==> src/rtl/pipeline_id_ex_stage_pkg.sv <==
// Shared types and constants for the ID->EX pipeline stage.
package pipeline_id_ex_stage_pkg;

  localparam int REG_ADDR_W = 5;
  localparam int ALU_CTRL_W = 5;
  localparam int IDEX_XLEN  = 32;

  // Write-back source select carried in the control bundle.
  localparam logic [1:0] MEM_TO_REG_ALU = 2'b00;
  localparam logic [1:0] MEM_TO_REG_MEM = 2'b01;
  localparam logic [1:0] MEM_TO_REG_PC4 = 2'b10;

  typedef struct packed {
    logic                  reg_write;
    logic                  mem_write;
    logic                  alu_src;
    logic [1:0]            mem_to_reg;
    logic [ALU_CTRL_W-1:0] alu_control;
    logic [REG_ADDR_W-1:0] rd;
  } idex_ctrl_t;

  localparam int IDEX_CTRL_W = $bits(idex_ctrl_t);

  // Packed entry: pc, target, rd1, rd2, imm (XLEN each) plus control.
  function automatic int idex_payload_w(input int xlen);
    return 5 * xlen + IDEX_CTRL_W;
  endfunction

  localparam int IDEX_PAYLOAD_W = idex_payload_w(IDEX_XLEN);

endpackage

==> src/rtl/pipeline_id_ex_stage_if.sv <==
// Decode-side and execute-side handshake bundle of the ID->EX stage.
interface pipeline_id_ex_stage_if
  import pipeline_id_ex_stage_pkg::*;
#(
  parameter int XLEN = 32
) ();

  logic            flush;
  logic            id_valid;
  logic            id_ready;
  logic [XLEN-1:0] id_pc;
  logic [XLEN-1:0] id_rd1;
  logic [XLEN-1:0] id_rd2;
  logic [XLEN-1:0] id_imm;
  idex_ctrl_t      id_ctrl;

  logic            ex_valid;
  logic            ex_ready;
  logic [XLEN-1:0] ex_pc;
  logic [XLEN-1:0] ex_target;
  logic [XLEN-1:0] ex_rd1;
  logic [XLEN-1:0] ex_rd2;
  logic [XLEN-1:0] ex_imm;
  idex_ctrl_t      ex_ctrl;

  // The stage itself.
  modport slave (
    input  flush, id_valid, id_pc, id_rd1, id_rd2, id_imm, id_ctrl, ex_ready,
    output id_ready, ex_valid, ex_pc, ex_target, ex_rd1, ex_rd2, ex_imm, ex_ctrl
  );

  // Decode + execute neighbours driving the stage.
  modport master (
    output flush, id_valid, id_pc, id_rd1, id_rd2, id_imm, id_ctrl, ex_ready,
    input  id_ready, ex_valid, ex_pc, ex_target, ex_rd1, ex_rd2, ex_imm, ex_ctrl
  );

endinterface

==> src/rtl/pipeline_id_ex_stage_skid.sv <==
// Generic 2-entry valid/ready skid buffer. in_ready is a flop, so there is
// no combinational path from out_ready back to the producer.
module pipeline_id_ex_stage_skid
  import pipeline_id_ex_stage_pkg::*;
#(
  parameter int W = IDEX_PAYLOAD_W
) (
  input  logic         clk,
  input  logic         rst,
  input  logic         flush,
  input  logic         in_valid,
  output logic         in_ready,
  input  logic [W-1:0] in_data,
  output logic         out_valid,
  input  logic         out_ready,
  output logic [W-1:0] out_data
);

  logic         main_valid_reg, main_valid_next;
  logic [W-1:0] main_data_reg,  main_data_next;
  logic         skid_valid_reg, skid_valid_next;
  logic [W-1:0] skid_data_reg,  skid_data_next;
  logic         ready_reg,      ready_next;
  logic         accept, consume;

  assign accept  = in_valid & ready_reg;
  assign consume = main_valid_reg & out_ready;

  // Next-state: main always holds the oldest entry, skid the younger one.
  always_comb begin
    main_valid_next = main_valid_reg;
    main_data_next  = main_data_reg;
    skid_valid_next = skid_valid_reg;
    skid_data_next  = skid_data_reg;
    if (flush) begin
      main_valid_next = 1'b0;
      skid_valid_next = 1'b0;
    end else if (!main_valid_reg || consume) begin
      if (skid_valid_reg) begin
        main_valid_next = 1'b1;
        main_data_next  = skid_data_reg;
        skid_valid_next = accept;
        if (accept) skid_data_next = in_data;
      end else begin
        main_valid_next = accept;
        if (accept) main_data_next = in_data;
      end
    end else if (accept) begin
      skid_valid_next = 1'b1;
      skid_data_next  = in_data;
    end
    ready_next = !skid_valid_next;
  end

  // State update; ready stays low for the whole reset and rises one edge later.
  always_ff @(posedge clk or negedge rst) begin
    if (!rst) begin
      main_valid_reg <= 1'b0;
      main_data_reg  <= '0;
      skid_valid_reg <= 1'b0;
      skid_data_reg  <= '0;
      ready_reg      <= 1'b0;
    end else begin
      main_valid_reg <= main_valid_next;
      main_data_reg  <= main_data_next;
      skid_valid_reg <= skid_valid_next;
      skid_data_reg  <= skid_data_next;
      ready_reg      <= ready_next;
    end
  end

  assign in_ready  = ready_reg;
  assign out_valid = main_valid_reg;
  assign out_data  = main_data_reg;

  a_hold_stable: assert property (@(posedge clk) disable iff (!rst)
    (out_valid && !out_ready && !flush) |=> (out_valid && $stable(out_data)));

  a_no_overrun: assert property (@(posedge clk) disable iff (!rst)
    accept |-> !skid_valid_reg);

endmodule

==> src/rtl/pipeline_id_ex_stage.sv <==
// ID->EX pipeline stage: computes the branch target ahead of the skid buffer,
// packs the entry, and gates side-effecting control on bubbles.
module pipeline_id_ex_stage
  import pipeline_id_ex_stage_pkg::*;
#(
  parameter int XLEN = 32
) (
  input logic                   clk,
  input logic                   rst,
  pipeline_id_ex_stage_if.slave bus
);

  localparam int W = idex_payload_w(XLEN);

  logic [XLEN-1:0] target;
  logic [W-1:0]    payload_in;
  logic [W-1:0]    payload_out;
  logic            out_valid;
  idex_ctrl_t      ctrl_raw;
  idex_ctrl_t      ctrl_gated;

  // Carry out of the add is intentionally dropped (mod 2^XLEN).
  assign target     = bus.id_pc + bus.id_imm;
  assign payload_in = {bus.id_pc, target, bus.id_rd1, bus.id_rd2, bus.id_imm, bus.id_ctrl};

  pipeline_id_ex_stage_skid #(.W(W)) u_skid (
    .clk       (clk),
    .rst       (rst),
    .flush     (bus.flush),
    .in_valid  (bus.id_valid),
    .in_ready  (bus.id_ready),
    .in_data   (payload_in),
    .out_valid (out_valid),
    .out_ready (bus.ex_ready),
    .out_data  (payload_out)
  );

  assign {bus.ex_pc, bus.ex_target, bus.ex_rd1, bus.ex_rd2, bus.ex_imm, ctrl_raw} = payload_out;
  assign bus.ex_valid = out_valid;

  // A bubble must never write the register file or memory.
  always_comb begin
    ctrl_gated           = ctrl_raw;
    ctrl_gated.reg_write = ctrl_raw.reg_write & out_valid;
    ctrl_gated.mem_write = ctrl_raw.mem_write & out_valid;
  end

  assign bus.ex_ctrl = ctrl_gated;

endmodule

==> src/flat_wrapper.sv <==
// flat-port wrapper written by rule: the top's interface ports become plain ports
module pipeline_id_ex_stage_flat import pipeline_id_ex_stage_pkg::*;
#(
  parameter int XLEN = 32
)
  (clk, rst, bus_flush, bus_id_valid, bus_id_pc, bus_id_rd1, bus_id_rd2, bus_id_imm, bus_id_ctrl, bus_ex_ready, bus_id_ready, bus_ex_valid, bus_ex_pc, bus_ex_target, bus_ex_rd1, bus_ex_rd2, bus_ex_imm, bus_ex_ctrl);
  pipeline_id_ex_stage_if #(.XLEN(XLEN)) bus_i ();
  input logic clk;
  input logic rst;
  input wire logic [$bits(bus_i.flush)-1:0] bus_flush;
  input wire logic [$bits(bus_i.id_valid)-1:0] bus_id_valid;
  input wire logic [$bits(bus_i.id_pc)-1:0] bus_id_pc;
  input wire logic [$bits(bus_i.id_rd1)-1:0] bus_id_rd1;
  input wire logic [$bits(bus_i.id_rd2)-1:0] bus_id_rd2;
  input wire logic [$bits(bus_i.id_imm)-1:0] bus_id_imm;
  input wire logic [$bits(bus_i.id_ctrl)-1:0] bus_id_ctrl;
  input wire logic [$bits(bus_i.ex_ready)-1:0] bus_ex_ready;
  output wire logic [$bits(bus_i.id_ready)-1:0] bus_id_ready;
  output wire logic [$bits(bus_i.ex_valid)-1:0] bus_ex_valid;
  output wire logic [$bits(bus_i.ex_pc)-1:0] bus_ex_pc;
  output wire logic [$bits(bus_i.ex_target)-1:0] bus_ex_target;
  output wire logic [$bits(bus_i.ex_rd1)-1:0] bus_ex_rd1;
  output wire logic [$bits(bus_i.ex_rd2)-1:0] bus_ex_rd2;
  output wire logic [$bits(bus_i.ex_imm)-1:0] bus_ex_imm;
  output wire logic [$bits(bus_i.ex_ctrl)-1:0] bus_ex_ctrl;
  assign bus_i.flush = bus_flush;
  assign bus_i.id_valid = bus_id_valid;
  assign bus_i.id_pc = bus_id_pc;
  assign bus_i.id_rd1 = bus_id_rd1;
  assign bus_i.id_rd2 = bus_id_rd2;
  assign bus_i.id_imm = bus_id_imm;
  assign bus_i.id_ctrl = bus_id_ctrl;
  assign bus_i.ex_ready = bus_ex_ready;
  assign bus_id_ready = bus_i.id_ready;
  assign bus_ex_valid = bus_i.ex_valid;
  assign bus_ex_pc = bus_i.ex_pc;
  assign bus_ex_target = bus_i.ex_target;
  assign bus_ex_rd1 = bus_i.ex_rd1;
  assign bus_ex_rd2 = bus_i.ex_rd2;
  assign bus_ex_imm = bus_i.ex_imm;
  assign bus_ex_ctrl = bus_i.ex_ctrl;
  pipeline_id_ex_stage #(.XLEN(XLEN)) u_core (.clk(clk), .rst(rst), .bus(bus_i));
endmodule
==> config.mk <==
export PLATFORM = sky130hd
export DESIGN_NAME = pipeline_id_ex_stage_flat
export DESIGN_NICKNAME = d
export VERILOG_FILES = /design/src/rtl/pipeline_id_ex_stage_pkg.sv /design/src/rtl/pipeline_id_ex_stage_if.sv /design/src/rtl/pipeline_id_ex_stage_skid.sv /design/src/rtl/pipeline_id_ex_stage.sv /design/src/flat_wrapper.sv
export SDC_FILE = /design/constraint.sdc
export NUM_CORES = 1
export LEC_CHECK = 0
export BUFFER_PORTS_ARGS = -buffer_cell sky130_fd_sc_hd__buf_4
export CAP_MARGIN = 10
export CORE_MARGIN = 10
export CORE_UTILIZATION = 40
export DETAILED_ROUTE_END_ITERATION = 8
export GPL_TIMING_DRIVEN = 0
export PLACE_DENSITY = 0.6
export SLEW_MARGIN = 20
export SYNTH_ARGS = -nofsm -noshare
export SYNTH_HDL_FRONTEND = slang
export SYNTH_SLANG_ARGS = --single-unit
==> constraint.sdc <==
create_clock -name clk -period 1.8 [get_ports clk]
set_input_delay 0.45 -clock clk [delete_from_list [all_inputs] [get_ports clk]]
set_output_delay 0.45 -clock clk [all_outputs]
set_load 0.02 [all_outputs]
==> metrics.txt, run 1 <==
# TYPE chip_impl_metric gauge
chip_impl_info{name="critical_path.endpoint",value="u_core.u_skid.out_data[135]$_DFFE_PN0P_"} 1
chip_impl_metric{name="final_area",unit="um2"} 26200
chip_impl_metric{name="syn-instance-count",unit=""} 1922
chip_impl_metric{name="synth.cell_area",unit="um2"} 17400
chip_impl_metric{name="port_buffers",unit=""} 324
chip_impl_metric{name="die_w",unit="um"} 229
chip_impl_metric{name="maxClockFrequency",unit="MHz"} 415
chip_impl_metric{name="first_iter_violations",unit=""} 835
chip_impl_metric{name="io-pin-count",unit=""} 325
chip_impl_metric{name="yosys_warnings",unit=""} 0
chip_impl_metric{name="synth_simple_gate_area_share",unit=""} 0.167
chip_impl_info{name="timing.critical_path.to_type",value="flop"} 1
chip_impl_metric{name="groute.layer.met1.usage",unit=""} 0.266
chip_impl_metric{name="clock_insertion_delay_worst_skew",unit="ns"} 0.56
chip_impl_metric{name="number_of_global_route_vias_before_repair",unit=""} 15100
chip_impl_info{name="yosys.cell_count.top_type",value="sky130_fd_sc_hd__nand2_1"} 1
chip_impl_metric{name="worst-r2r-setup-slack",unit="ns"} -0.19
chip_impl_metric{name="ys_async_sr_fraction",unit=""} 1.00
chip_impl_metric{name="fin_worst_skew",unit="ns"} 0.0174
chip_impl_info{name="synth_area_leaders",value="sky130_fd_sc_hd__dfrtp_1, sky130_fd_sc_hd__nand2_1, sky130_fd_sc_hd__mux2i_1"} 1
chip_impl_metric{name="placement_rows",unit=""} 76
chip_impl_metric{name="viasPerCell",unit=""} 5.04
chip_impl_metric{name="fillCellCount",unit=""} 3572
chip_impl_metric{name="grt_start_max_net_pins",unit=""} 97
chip_impl_metric{name="wire_per_inst",unit="um"} 20.0
chip_impl_metric{name="post_route_fraction_of_the_period_consumed_by_the_critical_path",unit=""} 1.34
chip_impl_metric{name="drive_gt1_frac",unit=""} 0.475
chip_impl_metric{name="setup_viol",unit=""} 202
chip_impl_metric{name="worstPathMaxFanout",unit=""} 4
chip_impl_metric{name="relSlewSlack",unit=""} 0.499
chip_impl_metric{name="finalNetCount",unit=""} 2553
chip_impl_metric{name="cts_max_path_buffers",unit=""} 3
chip_impl_metric{name="synth.yosys.seq_area_share",unit=""} 0.507
chip_impl_metric{name="synthXorXnorAreaFrac",unit=""} 0.0146
chip_impl_metric{name="synth_compound_area_frac",unit=""} 0.105
chip_impl_metric{name="htree_num_levels",unit=""} 2
chip_impl_metric{name="power-per-cell-area",unit="nW/um2"} 1080
chip_impl_metric{name="synthesis.nets",unit=""} 2102
chip_impl_info{name="post-synth-top-area-cell",value="sky130_fd_sc_hd__dfrtp_1"} 1
chip_impl_metric{name="detail-route-antenna-nets",unit=""} 0
chip_impl_metric{name="placement.cell_area",unit="um2"} 21100
chip_impl_info{name="crit-reg2reg-launch",value="u_core.u_skid.out_valid$_DFFE_PN0P_"} 1
chip_impl_metric{name="timing.hold.ws",unit="ns"} -0.104
chip_impl_info{name="violated_checks",value="negative hold slack, negative setup slack"} 1
chip_impl_metric{name="multiplexer_share_of_the_synthesized_area",unit=""} 0.0833
chip_impl_metric{name="synth_enable_flop_cells",unit=""} 0
chip_impl_metric{name="worst-endpoint-required",unit="ns"} 2.23
chip_impl_metric{name="gr-usage-all-layers",unit=""} 0.212
chip_impl_metric{name="static_leak",unit="nW"} 12.5
chip_impl_metric{name="starting_density_of_the_core",unit=""} 0.404
chip_impl_metric{name="worst-endpoint-arrival",unit="ns"} 2.84
chip_impl_info{name="worstSetupPathType",value="in2reg"} 1
chip_impl_info{name="ys_top_cells_by_count",value="sky130_fd_sc_hd__nand2_1, sky130_fd_sc_hd__dfrtp_1, sky130_fd_sc_hd__o21ai_0"} 1
chip_impl_metric{name="drt-pass1-iter-count",unit=""} 5
chip_impl_metric{name="synth_fa_ha_area_frac",unit=""} 0.0240
chip_impl_metric{name="worst_ir_drop_vdd",unit="mV"} 0.569
chip_impl_metric{name="place_congestion",unit=""} 0.878
chip_impl_info{name="worst_r2r_endpoint",value="u_core.u_skid.out_data[59]$_DFFE_PN0P_"} 1
chip_impl_metric{name="grt_pass1_wl",unit="um"} 87800
chip_impl_info{name="synth_top_family_by_area",value="simple AND/OR/NAND/NOR gates"} 1
chip_impl_metric{name="antenna_found_initial",unit=""} 2
chip_impl_metric{name="die_h",unit="um"} 229
chip_impl_info{name="busiest_layer",value="met2"} 1
chip_impl_info{name="clock_tree_from_tritoncts",value="yes"} 1
chip_impl_metric{name="syn_area_per_cell",unit="um2"} 9.06
chip_impl_metric{name="ff2ff_path_depth",unit=""} 9
chip_impl_info{name="timing.critical_path.from_type",value="input port"} 1
chip_impl_metric{name="use_met3",unit=""} 0.0434
chip_impl_metric{name="fin_crit",unit="ns"} 2.41
chip_impl_info{name="clk_root_buffer_cell",value="sky130_fd_sc_hd__clkbuf_16"} 1
chip_impl_metric{name="max_cap_viol_count",unit=""} 0
chip_impl_metric{name="area_share_of_the_largest_cell_type_after_synthesis",unit=""} 0.507
chip_impl_metric{name="floorplan.core_area",unit="um2"} 43100
chip_impl_metric{name="drt-total-wl",unit="um"} 59900
chip_impl_metric{name="drt_drc_violations_left",unit=""} 0
chip_impl_metric{name="final.setup.tns",unit="ns"} -24.69
chip_impl_info{name="outcome",value="finished, violations left"} 1
chip_impl_metric{name="timing.final.max_slew_violations",unit=""} 0
chip_impl_info{name="ys_flop_type",value="sky130_fd_sc_hd__dfrtp_1"} 1
chip_impl_metric{name="clkSlewWorstSetupHoldPaths",unit="ns"} 0.06
chip_impl_info{name="rsz_0062_raised_after_global_routing",value="yes"} 1
chip_impl_metric{name="dpl.hpwl",unit="um"} 40400
chip_impl_metric{name="tightest_slew",unit="ns"} 0.752
chip_impl_metric{name="setup_slack",unit="ns"} -0.611
chip_impl_metric{name="die_area",unit="um2"} 52300
chip_impl_metric{name="hold_viol_final",unit=""} 81
chip_impl_metric{name="ys_types",unit=""} 47
chip_impl_metric{name="ys_ff_latch",unit=""} 353
chip_impl_info{name="min-delay-path-class",value="in2async"} 1
chip_impl_metric{name="clock-sinks",unit=""} 353
chip_impl_metric{name="syn_to_final_growth",unit="%"} 50.5
chip_impl_metric{name="route.vias.total",unit=""} 15100
chip_impl_metric{name="cts_inserted_buffers",unit=""} 41
chip_impl_info{name="critical_path.startpoint",value="bus_id_imm[0]"} 1
chip_impl_metric{name="overflow",unit=""} 0
chip_impl_metric{name="global_route_met2_utilization",unit=""} 0.362
layer usage:
| metal | part of all wire | vias up |
|---|---|---|
| li1 | - | 7108 |
| met1 | 0.42 | 7468 |
| met2 | 0.50 | 400 |
| met3 | 0.053 | 94 |
| met4 | 0.027 | 0 |
| met5 | 0 | - |
layout by cell type (no fill, tap or decap), types with 8 or more instances in the layout:
cell type                   instances
sky130_fd_sc_hd__buf_4            522
sky130_fd_sc_hd__a21oi_2           12
sky130_fd_sc_hd__nand2_1          426
sky130_fd_sc_hd__clkbuf_1          17
sky130_fd_sc_hd__buf_8             27
sky130_fd_sc_hd__clkbuf_2          30
sky130_fd_sc_hd__ha_1               9
sky130_fd_sc_hd__o21ai_0           39
sky130_fd_sc_hd__nor2_1            33
sky130_fd_sc_hd__clkbuf_8          18
sky130_fd_sc_hd__nand2_2          132
sky130_fd_sc_hd__ha_4              19
sky130_fd_sc_hd__dfrtp_1          350
sky130_fd_sc_hd__nand4_1           10
sky130_fd_sc_hd__a21oi_1           42
sky130_fd_sc_hd__buf_12            22
sky130_fd_sc_hd__a21o_1             8
sky130_fd_sc_hd__clkbuf_16         70
sky130_fd_sc_hd__nand2_4           91
sky130_fd_sc_hd__mux2i_1          145
sky130_fd_sc_hd__a21oi_4            8
sky130_fd_sc_hd__xor2_1             8
sky130_fd_sc_hd__o21ai_2           76
sky130_fd_sc_hd__buf_6             28
sky130_fd_sc_hd__o21ai_1          103
final cells by class:
type / count / area (um2) / share of cell area
diodes: 2 / 5.00 / 0.000191
repair buffers: 421 / 3970 / 0.151
plain buffers: 268 / 2390 / 0.0911
clock buffers: 64 / 1200 / 0.0459
inverters: 6 / 25.0 / 0.000955
flip-flops and latches: 353 / 8840 / 0.337
well taps: 585 / 732 / 0.0279
clock inverters: 9 / 108 / 0.00411
multi-input cells: 1282 / 8940 / 0.341
worst min-delay path by stage:
stage	to	slack, ns	cells past startpoint	startpoint
6_report	u_core.u_skid.out_data[107]$_DFFE_PN0P_	-0.10	1	rst
5_1_grt	u_core.u_skid.skid_data_reg[107]$_DFFE_PN0P_	-0.07	1	rst
4_1_cts	u_core.u_skid.skid_data_reg[107]$_DFFE_PN0P_	-0.09	1	rst
3_5_place_dp	u_core.u_skid.skid_data_reg[15]$_DFFE_PN0P_	0.46	2	u_core.u_skid.skid_data_reg[15]$_DFFE_PN0P_
3_3_place_gp	u_core.u_skid.skid_data_reg[64]$_DFFE_PN0P_	0.46	2	u_core.u_skid.skid_data_reg[64]$_DFFE_PN0P_
2_1_floorplan	u_core.u_skid.in_ready$_DFF_PN0_	0.15	0	rst
power breakdown:
part           switching [mW]  internal (mW)  leakage [nW]  total (mW)
sequential               1.36           9.81          4.40        11.2
clock                    3.39           4.87         0.636        8.26
combinational            4.43           4.42          7.50        8.85
total                    9.17           19.1          12.5        28.3
worst max-delay path: stages:
cell and delay [ns]:
sky130_fd_sc_hd__buf_8 0.08, sky130_fd_sc_hd__ha_4 0.13, sky130_fd_sc_hd__inv_2 0.04, sky130_fd_sc_hd__fa_2 0.34, sky130_fd_sc_hd__and2b_1 0.24, sky130_fd_sc_hd__o211ai_2 0.11
sky130_fd_sc_hd__a2111oi_4 0.44, sky130_fd_sc_hd__o21ai_4 0.15, sky130_fd_sc_hd__o221a_4 0.28, sky130_fd_sc_hd__o31ai_4 0.27, sky130_fd_sc_hd__xnor2_1 0.20, sky130_fd_sc_hd__o22ai_1 0.11
metrics by stage:
| stage | std cells | setup slack, ns | power [mW] | util |
|---|---|---|---|---|
| 6_report | 2990 | -0.611 | 28.3 | 0.608 |
| 5_1_grt | 2990 | -0.663 | 29.7 | 0.608 |
| 4_1_cts | 2953 | -0.535 | 27.1 | 0.556 |
| 3_5_place_dp | 2834 | -1.40 | 18.2 | 0.489 |
| 3_3_place_gp | 2831 | -3.55 | 17.9 | 0.486 |
| 2_1_floorplan | 1922 | -0.760 | 15.2 | - |
kinds of logic (layout without fill, tap and decap cells):
logic type	after synthesis	in the layout
AND/OR/NAND/NOR	742	742
other	0	2
AO/OA/AOI/OAI	333	333
XOR/XNOR	29	29
adder cells (fa/ha/maj)	33	33
multiplexers	145	145
flip-flops	353	353
buffers and inverters	287	768
what timing repair did:
| action | CTS | global route |
|---|---|---|
| hold endpoints to repair | 81 | 81 |
| buffers inserted | 38 | 29 |
| gates resized for setup | 376 | 567 |
| endpoints found under the setup margin | 351 | 331 |
| pin swaps | 51 | 272 |
| cloned | 17 | 17 |
Power figures use the tool's default switching activity.
==> run 2: changes to the inputs <==
--- a/config.mk
+++ b/config.mk
@@ -5,6 +5,7 @@
 export SDC_FILE = /design/constraint.sdc
 export NUM_CORES = 1
 export LEC_CHECK = 0
+export ABC_AREA = 1
 export BUFFER_PORTS_ARGS = -buffer_cell sky130_fd_sc_hd__buf_4
 export CAP_MARGIN = 10
 export CORE_MARGIN = 10
==> metrics.txt, run 2 <==
# TYPE chip_impl_metric gauge
chip_impl_info{name="timing.critical_path.to_type",value="primary output"} 1
chip_impl_metric{name="htree_num_levels",unit=""} 2
chip_impl_metric{name="worst-endpoint-required",unit="ns"} 1.35
chip_impl_info{name="synth_area_leaders",value="sky130_fd_sc_hd__dfrtp_1, sky130_fd_sc_hd__nand2_1, sky130_fd_sc_hd__o21ai_0"} 1
chip_impl_info{name="critical_path.startpoint",value="u_core.u_skid.out_valid$_DFFE_PN0P_"} 1
chip_impl_info{name="timing.critical_path.from_type",value="flop"} 1
chip_impl_info{name="worstSetupPathType",value="reg2out"} 1
chip_impl_metric{name="die_area",unit="um2"} 55600
chip_impl_metric{name="power-per-cell-area",unit="nW/um2"} 1150
chip_impl_metric{name="clock-sinks",unit=""} 353
chip_impl_metric{name="groute.layer.met1.usage",unit=""} 0.279
chip_impl_metric{name="place_congestion",unit=""} 0.857
chip_impl_metric{name="register_area",unit="um2"} 8830
chip_impl_metric{name="worst_ir_drop_vdd",unit="mV"} 0.739
chip_impl_metric{name="cts_max_path_buffers",unit=""} 3
chip_impl_metric{name="maxClockFrequency",unit="MHz"} 568
chip_impl_metric{name="finish.cell_count_without_fillers",unit=""} 3408
chip_impl_metric{name="syn_to_final_growth",unit="%"} 25.7
chip_impl_info{name="rsz_0062_raised_after_global_routing",value="yes"} 1
chip_impl_metric{name="ys_async_sr_fraction",unit=""} 1.00
chip_impl_metric{name="synthXorXnorAreaFrac",unit=""} 0.00793
chip_impl_metric{name="global_route_met2_utilization",unit=""} 0.347
chip_impl_metric{name="synth_compound_area_frac",unit=""} 0.141
chip_impl_metric{name="multi_input_comb_area",unit="um2"} 6900
chip_impl_metric{name="placement_rows",unit=""} 78
chip_impl_metric{name="worst-endpoint-arrival",unit="ns"} 1.31
chip_impl_metric{name="syn_area_per_cell",unit="um2"} 7.74
chip_impl_info{name="outcome",value="finished clean"} 1
chip_impl_metric{name="cts_inserted_buffers",unit=""} 41
chip_impl_metric{name="drt_drc_violations_left",unit=""} 0
chip_impl_info{name="ys_flop_type",value="sky130_fd_sc_hd__dfrtp_1"} 1
chip_impl_metric{name="tightest_slew",unit="ns"} 0.592
chip_impl_info{name="final_common_cell",value="sky130_fd_sc_hd__nand2_1"} 1
chip_impl_metric{name="area_share_of_the_largest_cell_type_after_synthesis",unit=""} 0.475
chip_impl_metric{name="first_iter_violations",unit=""} 1164
chip_impl_metric{name="die_h",unit="um"} 236
chip_impl_metric{name="use_met3",unit=""} 0.0336
chip_impl_metric{name="fin_crit",unit="ns"} 1.76
chip_impl_metric{name="syn-instance-count",unit=""} 2405
chip_impl_metric{name="overflow",unit=""} 0
chip_impl_metric{name="yosys_warnings",unit=""} 0
chip_impl_metric{name="route.vias.total",unit=""} 16400
chip_impl_metric{name="synth_enable_flop_cells",unit=""} 0
chip_impl_metric{name="dpl.hpwl",unit="um"} 45900
chip_impl_metric{name="port_buffers",unit=""} 324
chip_impl_metric{name="number_of_global_route_vias_before_repair",unit=""} 16600
chip_impl_metric{name="placedCellCount",unit=""} 3332
chip_impl_metric{name="synthesis.nets",unit=""} 2585
chip_impl_metric{name="drt-pass1-iter-count",unit=""} 5
chip_impl_info{name="clock_tree_from_tritoncts",value="yes"} 1
chip_impl_metric{name="max_cap_viol_count",unit=""} 0
chip_impl_metric{name="ys_ff_latch",unit=""} 353
chip_impl_info{name="post-synth-top-area-cell",value="sky130_fd_sc_hd__dfrtp_1"} 1
chip_impl_metric{name="worst-r2r-setup-slack",unit="ns"} 0.09
chip_impl_metric{name="synth.yosys.seq_area_share",unit=""} 0.475
chip_impl_metric{name="drt-total-wl",unit="um"} 59300
chip_impl_metric{name="grt_pass1_wl",unit="um"} 93700
chip_impl_metric{name="clkSlewWorstSetupHoldPaths",unit="ns"} 0.06
chip_impl_metric{name="timing.final.max_slew_violations",unit=""} 0
chip_impl_metric{name="die_w",unit="um"} 236
chip_impl_metric{name="ys_types",unit=""} 36
chip_impl_metric{name="relSlewSlack",unit=""} 0.605
chip_impl_info{name="layout.cells.most_common_list",value="sky130_fd_sc_hd__nand2_1, sky130_fd_sc_hd__buf_4, sky130_fd_sc_hd__dfrtp_1"} 1
chip_impl_metric{name="hold_viol_final",unit=""} 0
chip_impl_metric{name="floorplan.core_area",unit="um2"} 45700
chip_impl_metric{name="ff2ff_path_depth",unit=""} 8
chip_impl_metric{name="synth_simple_gate_area_share",unit=""} 0.194
chip_impl_metric{name="antenna_found_initial",unit=""} 4
chip_impl_info{name="synth_top_family_by_area",value="simple AND/OR/NAND/NOR gates"} 1
chip_impl_info{name="min-delay-path-class",value="in2reg"} 1
chip_impl_info{name="critical_path.endpoint",value="bus_ex_ctrl[14]"} 1
chip_impl_info{name="crit-reg2reg-launch",value="u_core.u_skid.skid_valid_reg$_DFF_PN0_"} 1
chip_impl_metric{name="multiplexer_share_of_the_synthesized_area",unit=""} 0
chip_impl_metric{name="static_leak",unit="nW"} 13.0
chip_impl_metric{name="gr-usage-all-layers",unit=""} 0.210
chip_impl_metric{name="clock_insertion_delay_worst_skew",unit="ns"} 0.56
chip_impl_metric{name="synth.cell_area",unit="um2"} 18600
chip_impl_metric{name="post_route_core_utilization",unit=""} 0.512
chip_impl_metric{name="detail-route-antenna-nets",unit=""} 0
chip_impl_metric{name="starting_density_of_the_core",unit=""} 0.407
chip_impl_metric{name="viasPerCell",unit=""} 4.82
chip_impl_metric{name="finalNetCount",unit=""} 2958
chip_impl_info{name="clk_root_buffer_cell",value="sky130_fd_sc_hd__clkbuf_16"} 1
chip_impl_metric{name="setup_viol",unit=""} 0
chip_impl_metric{name="worstPathMaxFanout",unit=""} 4
chip_impl_info{name="worst_r2r_endpoint",value="u_core.u_skid.skid_data_reg[51]$_DFFE_PN0P_"} 1
chip_impl_info{name="ys_top_cells_by_count",value="sky130_fd_sc_hd__nand2_1, sky130_fd_sc_hd__dfrtp_1, sky130_fd_sc_hd__o21ai_0"} 1
chip_impl_info{name="yosys.cell_count.top_type",value="sky130_fd_sc_hd__nand2_1"} 1
chip_impl_metric{name="post_route_fraction_of_the_period_consumed_by_the_critical_path",unit=""} 0.978
chip_impl_metric{name="wire_per_inst",unit="um"} 17.4
chip_impl_metric{name="fin_worst_skew",unit="ns"} 0.0109
chip_impl_metric{name="fillCellCount",unit=""} 4558
chip_impl_info{name="busiest_layer",value="met2"} 1
chip_impl_metric{name="io-pin-count",unit=""} 325
chip_impl_metric{name="grt_start_max_net_pins",unit=""} 99
chip_impl_metric{name="drive_gt1_frac",unit=""} 0.258
chip_impl_metric{name="synth_fa_ha_area_frac",unit=""} 0.0219
run 2: per-stage QoR:
| stage | setup WS [ns] | hold slack [ns] | instance area, um2 | total power, mW | TNS, ns |
|---|---|---|---|---|---|
| 2_1_floorplan | -0.0402 | 0.154 | 18600 | 15.9 | -0.0735 |
| 3_3_place_gp | -3.14 | 0.460 | 21800 | 18.8 | -1118.54 |
| 3_5_place_dp | -0.525 | 0.467 | 21900 | 19.0 | -33.52 |
| 4_1_cts | 0.00462 | 0.111 | 23200 | 27.1 | 0 |
| 5_1_grt | -0.0239 | 0.128 | 23400 | 28.5 | -0.0504 |
| 6_report | 0.0393 | 0.135 | 23400 | 26.9 | 0 |
run 2: worst min path at each step:
| stage | from | slack [ns] | end | cells past startpoint |
|---|---|---|---|---|
| floorplan | rst | 0.15 | u_core.u_skid.in_ready$_DFF_PN0_ | 0 |
| global placement | u_core.u_skid.skid_data_reg[78]$_DFFE_PN0P_ | 0.46 | u_core.u_skid.skid_data_reg[78]$_DFFE_PN0P_ | 2 |
| global route | bus_flush | 0.13 | u_core.u_skid.out_valid$_DFFE_PN0P_ | 2 |
| finish | bus_flush | 0.13 | u_core.u_skid.out_valid$_DFFE_PN0P_ | 2 |
| CTS | bus_flush | 0.11 | u_core.u_skid.out_valid$_DFFE_PN0P_ | 2 |
| detailed placement | rst | 0.47 | u_core.u_skid.out_data[55]$_DFFE_PN0P_ | 1 |
run 2: worst max-delay path, cell delays in order (launching register included):
cell and delay, ns:
sky130_fd_sc_hd__dfrtp_2 0.47, sky130_fd_sc_hd__nand2_1 0.08, sky130_fd_sc_hd__inv_1 0.04, sky130_fd_sc_hd__buf_4 0.15
run 2: layout make-up:
| type | count | share of cell area |
|---|---|---|
| clock buffer | 63 | 0.0522 |
| multi-input combinational | 1483 | 0.295 |
| buffer | 288 | 0.0866 |
| antenna | 2 | 0.000214 |
| clock inverter | 8 | 0.00214 |
| tap | 600 | 0.0321 |
| sequential | 353 | 0.378 |
| timing repair buffer | 330 | 0.109 |
| inverter | 281 | 0.0452 |
run 2: layer usage:
metal	wire, um	vias to the layer above	share of wire
li1	-	8107	-
met1	26600	7812	0.45
met2	28200	438	0.48
met3	3110	81	0.053
met4	1360	4	0.023
met5	20	-	0.00034
run 2: cells by family after synthesis:
group	after synthesis
flip-flops	353
adder cells (fa/ha/maj)	32
AND/OR/NAND/NOR	924
XOR/XNOR	16
buffers and inverters	569
AO/OA/AOI/OAI	511
run 2: repair_timing:
item | CTS | global route
pin swaps | 0 | 5
hold endpoints to repair | 65 | 0
endpoints found under the setup margin | 124 | 123
cloned | 0 | 0
hold buffers | 1 | 0
resized for setup | 15 | 75
setup buffers | 0 | 2
run 2: power breakdown:
| part | internal [mW] | leakage (nW) | switching, mW |
|---|---|---|---|
| registers | 9.99 | 4.40 | 1.07 |
| logic | 3.62 | 8.02 | 4.23 |
| clock network | 4.66 | 0.624 | 3.30 |
| total | 18.3 | 13.0 | 8.59 |
